`config.mk`:
```
export PLATFORM = sky130hd
export DESIGN_NAME = id_ex_stage
export DESIGN_NICKNAME = d
export VERILOG_FILES = /design/src/rtl/id_ex_stage.sv
export SDC_FILE = /design/constraint.sdc
export NUM_CORES = 1
export LEC_CHECK = 0
export BUFFER_PORTS_ARGS = -buffer_cell sky130_fd_sc_hd__buf_2
export CAP_MARGIN = 0
export CORE_ASPECT_RATIO = 0.6
export CORE_MARGIN = 3
export CORE_UTILIZATION = 42
export DETAILED_ROUTE_END_ITERATION = 16
export PLACE_DENSITY = 0.75
export SYNTH_ARGS = -nofsm -noshare
export SYNTH_HDL_FRONTEND = slang
export SYNTH_SLANG_ARGS = --single-unit
export TNS_END_PERCENT = 20
```
`constraint.sdc`:
```
create_clock -name clk -period 12.62 [get_ports clk]
set_input_delay 2.524 -clock clk [delete_from_list [all_inputs] [get_ports clk]]
set_output_delay 2.524 -clock clk [all_outputs]
set_load 0.02 [all_outputs]
```
`src/rtl/id_ex_stage.sv`:
```
// ID/EX pipeline register with hazard detection, operand-forward select and a stall counter.
// Define FORWARDING_EN for the forwarding policy; otherwise hazards are resolved by stalling.
module id_ex_stage (
  input  logic        clk,
  input  logic        reset,
  input  logic        id_valid,
  input  logic [31:0] id_pc,
  input  logic [31:0] id_imm,
  input  logic [31:0] id_rd1,
  input  logic [31:0] id_rd2,
  input  logic [4:0]  id_rs1,
  input  logic [4:0]  id_rs2,
  input  logic [4:0]  id_rd,
  input  logic        id_use_rs1,
  input  logic        id_use_rs2,
  input  logic        id_reg_write,
  input  logic        id_mem_read,
  input  logic [15:0] id_ctrl,
  input  logic        ex_flush,
  input  logic [4:0]  mem_rd,
  input  logic [4:0]  wb_rd,
  input  logic        mem_reg_write,
  input  logic        wb_reg_write,
  output logic        stall_id,
  output logic        ex_valid,
  output logic        ex_reg_write,
  output logic        ex_mem_read,
  output logic [31:0] ex_pc,
  output logic [31:0] ex_imm,
  output logic [31:0] ex_rs1_data,
  output logic [31:0] ex_rs2_data,
  output logic [4:0]  ex_rs1,
  output logic [4:0]  ex_rs2,
  output logic [4:0]  ex_rd,
  output logic [15:0] ex_ctrl,
  output logic [1:0]  fwd_a,
  output logic [1:0]  fwd_b,
  output logic [15:0] stall_cnt
);

  logic ex_writer;
  logic hit_ex;
  logic hazard;

  // x0 is hard-wired zero, so a writer targeting it never creates a dependency
  assign ex_writer = ex_valid && ex_reg_write && (ex_rd != 5'd0);
  assign hit_ex    = ex_writer && ((id_use_rs1 && (id_rs1 == ex_rd)) ||
                                   (id_use_rs2 && (id_rs2 == ex_rd)));

`ifdef FORWARDING_EN
  function automatic logic [1:0] fwd_sel(input logic [4:0] rs,
                                         input logic [4:0] m_rd, input logic m_we,
                                         input logic [4:0] w_rd, input logic w_we);
    if (m_we && (m_rd != 5'd0) && (m_rd == rs))
      return 2'b01;
    else if (w_we && (w_rd != 5'd0) && (w_rd == rs))
      return 2'b10;
    else
      return 2'b00;
  endfunction

  // Only a load still in EX cannot be forwarded in time
  assign hazard = hit_ex && ex_mem_read;
  assign fwd_a  = fwd_sel(ex_rs1, mem_rd, mem_reg_write, wb_rd, wb_reg_write);
  assign fwd_b  = fwd_sel(ex_rs2, mem_rd, mem_reg_write, wb_rd, wb_reg_write);
`else
  logic mem_writer;
  logic hit_mem;
  logic unused_wb;

  assign mem_writer = mem_reg_write && (mem_rd != 5'd0);
  assign hit_mem    = mem_writer && ((id_use_rs1 && (id_rs1 == mem_rd)) ||
                                     (id_use_rs2 && (id_rs2 == mem_rd)));
  assign hazard     = hit_ex || hit_mem;
  assign fwd_a      = 2'b00;
  assign fwd_b      = 2'b00;
  assign unused_wb  = ^{wb_rd, wb_reg_write};
`endif

  assign stall_id = id_valid && !ex_flush && !reset && hazard;

  // Flush and stall both insert a bubble; the payload holds so only control bits change
  always_ff @(posedge clk or posedge reset) begin
    if (reset) begin
      ex_valid     <= 1'b0;
      ex_reg_write <= 1'b0;
      ex_mem_read  <= 1'b0;
      ex_pc        <= '0;
      ex_imm       <= '0;
      ex_rs1_data  <= '0;
      ex_rs2_data  <= '0;
      ex_rs1       <= '0;
      ex_rs2       <= '0;
      ex_rd        <= '0;
      ex_ctrl      <= '0;
    end else if (ex_flush || stall_id) begin
      ex_valid     <= 1'b0;
      ex_reg_write <= 1'b0;
      ex_mem_read  <= 1'b0;
    end else begin
      ex_valid     <= id_valid;
      ex_reg_write <= id_valid && id_reg_write;
      ex_mem_read  <= id_valid && id_mem_read;
      ex_pc        <= id_pc;
      ex_imm       <= id_imm;
      ex_rs1_data  <= id_rd1;
      ex_rs2_data  <= id_rd2;
      ex_rs1       <= id_rs1;
      ex_rs2       <= id_rs2;
      ex_rd        <= id_rd;
      ex_ctrl      <= id_ctrl;
    end
  end

  always_ff @(posedge clk or posedge reset) begin
    if (reset)
      stall_cnt <= '0;
    else if (stall_id && (stall_cnt != 16'hFFFF))
      stall_cnt <= stall_cnt + 16'd1;
  end

endmodule

```
Word-level counts from Yosys, hierarchy flattened
Index checks and enable logic that the tools add are counted.

Equal/unequal tests: 5. Reductions and logical operators: 23. Add/subtract/negate cells: 1. Muxes and demuxes: 3.

Operator list (number): == test 5 bit (4); adder 16 x 1 -> 16 bit, second input constant (1); != test 16 bit, second input constant (1); logical AND 1 bit (15); nonzero test 5 bit (2); logical OR 1 bit (4); 2-to-1 mux 1 bit (3); zero test 1 bit (2).

Output and inout bits: 183. Logic and storage cells: 44. Flip-flop bits (word level): 178. Bits of input ports: 179.

Depth between registers and ports, before layout
Depth in word-level cells: 8. Gate-level depth with buffers: 9.

Least setup slack after synthesis
No wires, ideal clock.

Path kind: input to output. From: input port id_rs2[0]. To: output port stall_id. Cell stages on the path: 5. Path buffers: 0. Arrival time: 3.545 ns. Path slack: 6.551 ns. Required time: 10.096 ns. Cells stage by stage: xnor2_1 nand4_1 o22ai_1 a32oi_2 nor3_2.

Word-level cells in the longest chain between the ends: 6. Elaborated cells between the ends (all ways): 10. Those cells by class: 2 x eq/ne; 8 x reduce/logical.

Ends and longest elaborated chain: start, declared (RTL line 12) `input logic [4:0] id_rs2,`; == test 5 bit, on equally long branches (RTL line 48, 73); logical AND 1 bit, on equally long branches (RTL line 48, 73); logical OR 1 bit, on equally long branches (RTL line 47, 72); logical AND 1 bit, on equally long branches (RTL line 47, 72); logical OR 1 bit (*) (RTL line 74) `assign hazard = hit_ex || hit_mem;`; logical AND 1 bit (*) (RTL line 80) `assign stall_id = id_valid && !ex_flush && !reset && hazard;`; end, declared (RTL line 24) `output logic stall_id,`.

Mark *: on every way between the ends. The rest lies on a longest branch, timed or not.

Worst setup path in the final report
Same ends and word-level chain as after synthesis.

==> results.txt <==
Together, buffers and inverters on the worst path number 2. The number of cells on the worst reg-to-reg path is 7. The area of the die was 18460 um2; the site row count was 36.

The logs give 43.20% for the initial cell density of the core and 12850 um for the post-DP HPWL. The run gives 0.4807 ns as the smallest hold slack. The worst hold-check path type is reg -> reg. The clock tree skew after final layout was 0.01364 ns; the number of max-capacitance violations reported was 0. For hold timing, the worst endpoint is ex_rs1_data[15].

Synthesis produced a netlist whose cell count is 452. The final standard cell area without fillers came out at 9555 um2. The pre-antenna-repair detailed-routing pass consisted of 6 iterations.

The count of input and output buffers came out at 351. From left edge to right edge, the die measures 173.4 um. The post-route netlist has 53.91% of its cells at a drive strength greater than 1. For the worst-skew pair, the clock arrives at the later sink with an insertion delay of 0.42 ns.

Entering global routing, the biggest net connects 95 pins. The area share of the leading cell type in the synthesized netlist works out to 63.05%. Setup repair after global routing left no endpoint under its margin. The logs give 28 for the number of distinct standard cells referenced by the synthesized netlist and 16980 um for the total length of routed wires. Setup slack after layout: 6.170 ns.

For this block, the via count after detailed routing is 4858. Static timing analysis puts the maximum clock frequency at 155.0 MHz. The worst setup path is of the in -> out kind.

In this run the power density over the cells is 145.2 nW/um2. The transition time at the pin with the least slew margin works out to 1.210 ns. Dividing the detail-routed wire length by the instance count gives 16.22 um. The end of the worst register-to-register path is ex_rd[2].

The detail route stage leaves a number of antenna-violating nets equal to 0. Relative to the synthesized area, the layout overhead comes to 35.26%. The worst register-to-register path begins at ex_rd[0].

Number of warnings reported in the yosys synthesis log: 0. The logs give 5041 for the number of global-route vias before repair and 0 for the number of setup violations in the final report. The tools report the number of fill cells in the layout as 1393. Across every metal layer, demand over resource in global routing totals 18.18%. The time the final worst path needs with I/O delays and setup is 6.450 ns, and the number of hold-repair buffers added at the cts stage is 0. After detailed placement, the total cell area comes to 8992 um2. The start point of the worst min-delay path is ex_rs1_data[15]. The tools report the endpoint type of the worst setup path as a primary output. The longest clock path from root to sink contains 2 buffers. Worst hold path depth: 1. The tools report the category of the worst setup path launch point as an input pin. The die is 106.5 um tall. In this run the tightest slew margin relative to its limit is 19.11%. The floorplan core area is 16350 um2, and the count of unresolved DRC violations after routing is 0. The cell area that synthesis handed to floorplanning was 7064 um2.

The CTS clock-pin slew for the worst setup and hold paths is 0.07 ns, and the post-cts gate resize count is 0. After the flow finishes, the layout carries non-filler instances totaling 1047. The run gives 185 as the violation count after the first detailed-route iteration. Summed over all failing endpoints, the final setup total negative slack is 0 ns. In this design, the largest share of critical-path delay is due to compound AO/OA/AOI/OAI gates. For this design the top-level I/O count stands at 362. The flow ran to the end, and the final reports show no timing, DRC or antenna violations. The total CTS buffers came out at 17. On the critical path, the stage with the largest delay is an instance of nor3_2. Summing the sequential cell areas from Yosys gives 63.05% of the chip area.

In this design, the critical path's most frequently occurring cell is buf_2. Ranked by total cell area, the synthesized netlist is headed by dfrtp_1 (63%), mux2_1 (18%), mux2_2 (8.0%). The average cell area after synthesis came out at 15.63 um2.

The dominant cell type by area after synthesis was dfrtp_1. The number of antenna violations at the first check in global routing is 1, and the number of cells in the design after placement is 1014. TritonCTS built the clock tree. IR analysis of the VDD net gives a maximum drop of 0.00007903 V.

The mean number of vias per cell was 4.640; the post-CTS setup-driven buffer insertion count was 0. Data on the critical path is required at its endpoint by 10.10 ns. The logs give 4 for the depth of the CTS H-tree and 26760 um for the wire length of the first global-routing pass. Of the available clock period, the critical path in the final layout requires 51.11%.

In this run the static leakage power is 4.703 nW. The delay of the slowest critical-path stage was 0.32 ns. The critical path goes through buf_2 -> xnor2_1 -> nand4_1 -> o22ai_1 -> a32oi_2 -> nor3_2 -> buf_2. Register-to-register setup slack: 8.75 ns. Timing analysis after detailed placement gives a worst setup slack of 6.164 ns. The max-slew violation total from the final report is 0. Routability-driven placement finished with a final weighted congestion of 0.7910.

The final hold violation count was 0; the clock sink count was 178. Summed over all layers, the global routing overflow is 0. In this run, synthesis produced a sequential element count of 178.

The largest driver fanout on the critical path is 4, and the arrival time at the worst endpoint is 3.93 ns. After the last flow step, the layout net total stands at 985. The buffer cell driving the clock tree root was clkbuf_16.
## flip-flops by register name, indices dropped and copies added, names as in the netlist
name,cells
ex_rs2_data,32
ex_imm,32
ex_rs1,5
ex_pc,32
stall_cnt,16
ex_rs2,5
ex_rd,5
ex_reg_write,1
ex_ctrl,16
ex_rs1_data,32
ex_mem_read,1
ex_valid,1
## how the worst max path moves through the flow
stage               slack, ns          to       from  depth (start not counted)
floorplan                5.27  ex_ctrl[0]      reset                          1
global placement         6.21    stall_id  id_rs2[0]                          7
detailed placement       6.16    stall_id  id_rs2[0]                          7
CTS                      6.16    stall_id  id_rs2[0]                          7
global route             6.06    stall_id  id_rs2[3]                          7
finish                   6.17    stall_id  id_rs2[0]                          7
## worst register-to-register path, cell delays in order (launching register included)
cell and delay, ns:
dfrtp_1 0.45, or3_1 0.39, o311a_1 0.31, a32oi_2 0.31, nor3_2 0.13, nor2_4 0.91
buf_4 0.80, mux2_2 0.45
## cell usage after synthesis
master	instances
a32oi_2	1
and2_1	2
and3_1	10
and4_1	3
buf_2	5
buf_4	17
clkbuf_1	2
conb_1	1
dfrtp_1	178
ha_1	1
inv_1	1
mux2_1	110
mux2_2	50
nand2_1	9
nand2b_1	1
nand3_1	7
nand4_1	7
nor2_1	3
nor2_4	1
nor2b_1	1
nor3_1	1
nor3_2	1
nor4_2	1
o22ai_1	2
o311a_1	1
or3_1	1
xnor2_1	34
xor2_1	1
## cell type report
cell class,count,area [um2],area share [%]
tap,228,285.3,2.985
inverter,1,8.758,0.09166
sequential,178,4454,46.62
clock inverter,13,117.6,1.231
clock buffer,19,442.9,4.635
multi-input combinational,252,2457,25.72
timing repair buffer,355,1787,18.70
antenna,1,2.502,0.02619
## cell families (layout without fill, tap and decap cells)
kind of cell	Yosys count	count (layout)	synth area share, %
flops	178	178	63.05
mux	160	160	25.50
simple gates	48	48	4.003
xor+xnor	35	35	4.339
buf+inv	25	388	2.320
compound gates	4	4	0.5491
fa+ha+maj	1	1	0.1771
other cells	1	5	0.05308
## routing by layer
layer / vias to the layer above / wire length [um] / GRT usage [%] / part of all wire, %
met3: 15 / 1380 / 6.638 / 8.1
met4: 0 / 145 / 5.376 / 0.85
met5: - / 0 / 0 / 0
met2: 177 / 8370 / 29.73 / 49
met1: 2367 / 7082 / 22.78 / 42
li1: 2299 / - / - / -
## cell usage in the layout (no fill, tap or decap), types with 4 or more instances in the layout
| master | instances |
|---|---|
| and3_1 | 10 |
| buf_2 | 351 |
| nand4_1 | 7 |
| xnor2_1 | 34 |
| dfrtp_1 | 178 |
| inv_8 | 4 |
| mux2_1 | 110 |
| conb_1 | 4 |
| mux2_2 | 50 |
| inv_6 | 5 |
| buf_4 | 4 |
| nand2_1 | 9 |
| nand3_1 | 7 |
| clkbuf_16 | 17 |
## metrics by stage
step           power (mW)  util [%]
6_report            1.388     58.44
3_5_place_dp       0.9028     55.00
4_1_cts             1.407     58.43
3_3_place_gp       0.8966     55.00
5_1_grt             1.452     58.44
2_1_floorplan      0.8011         -
## where the power goes
part / internal, mW / total [mW] / switching [mW]
Sequential: 0.623 / 0.649 / 0.0260
Clock: 0.266 / 0.500 / 0.234
Combinational: 0.0979 / 0.239 / 0.141
Total: 0.987 / 1.39 / 0.401
No activity file was read; power rests on OpenSTA's default activity.
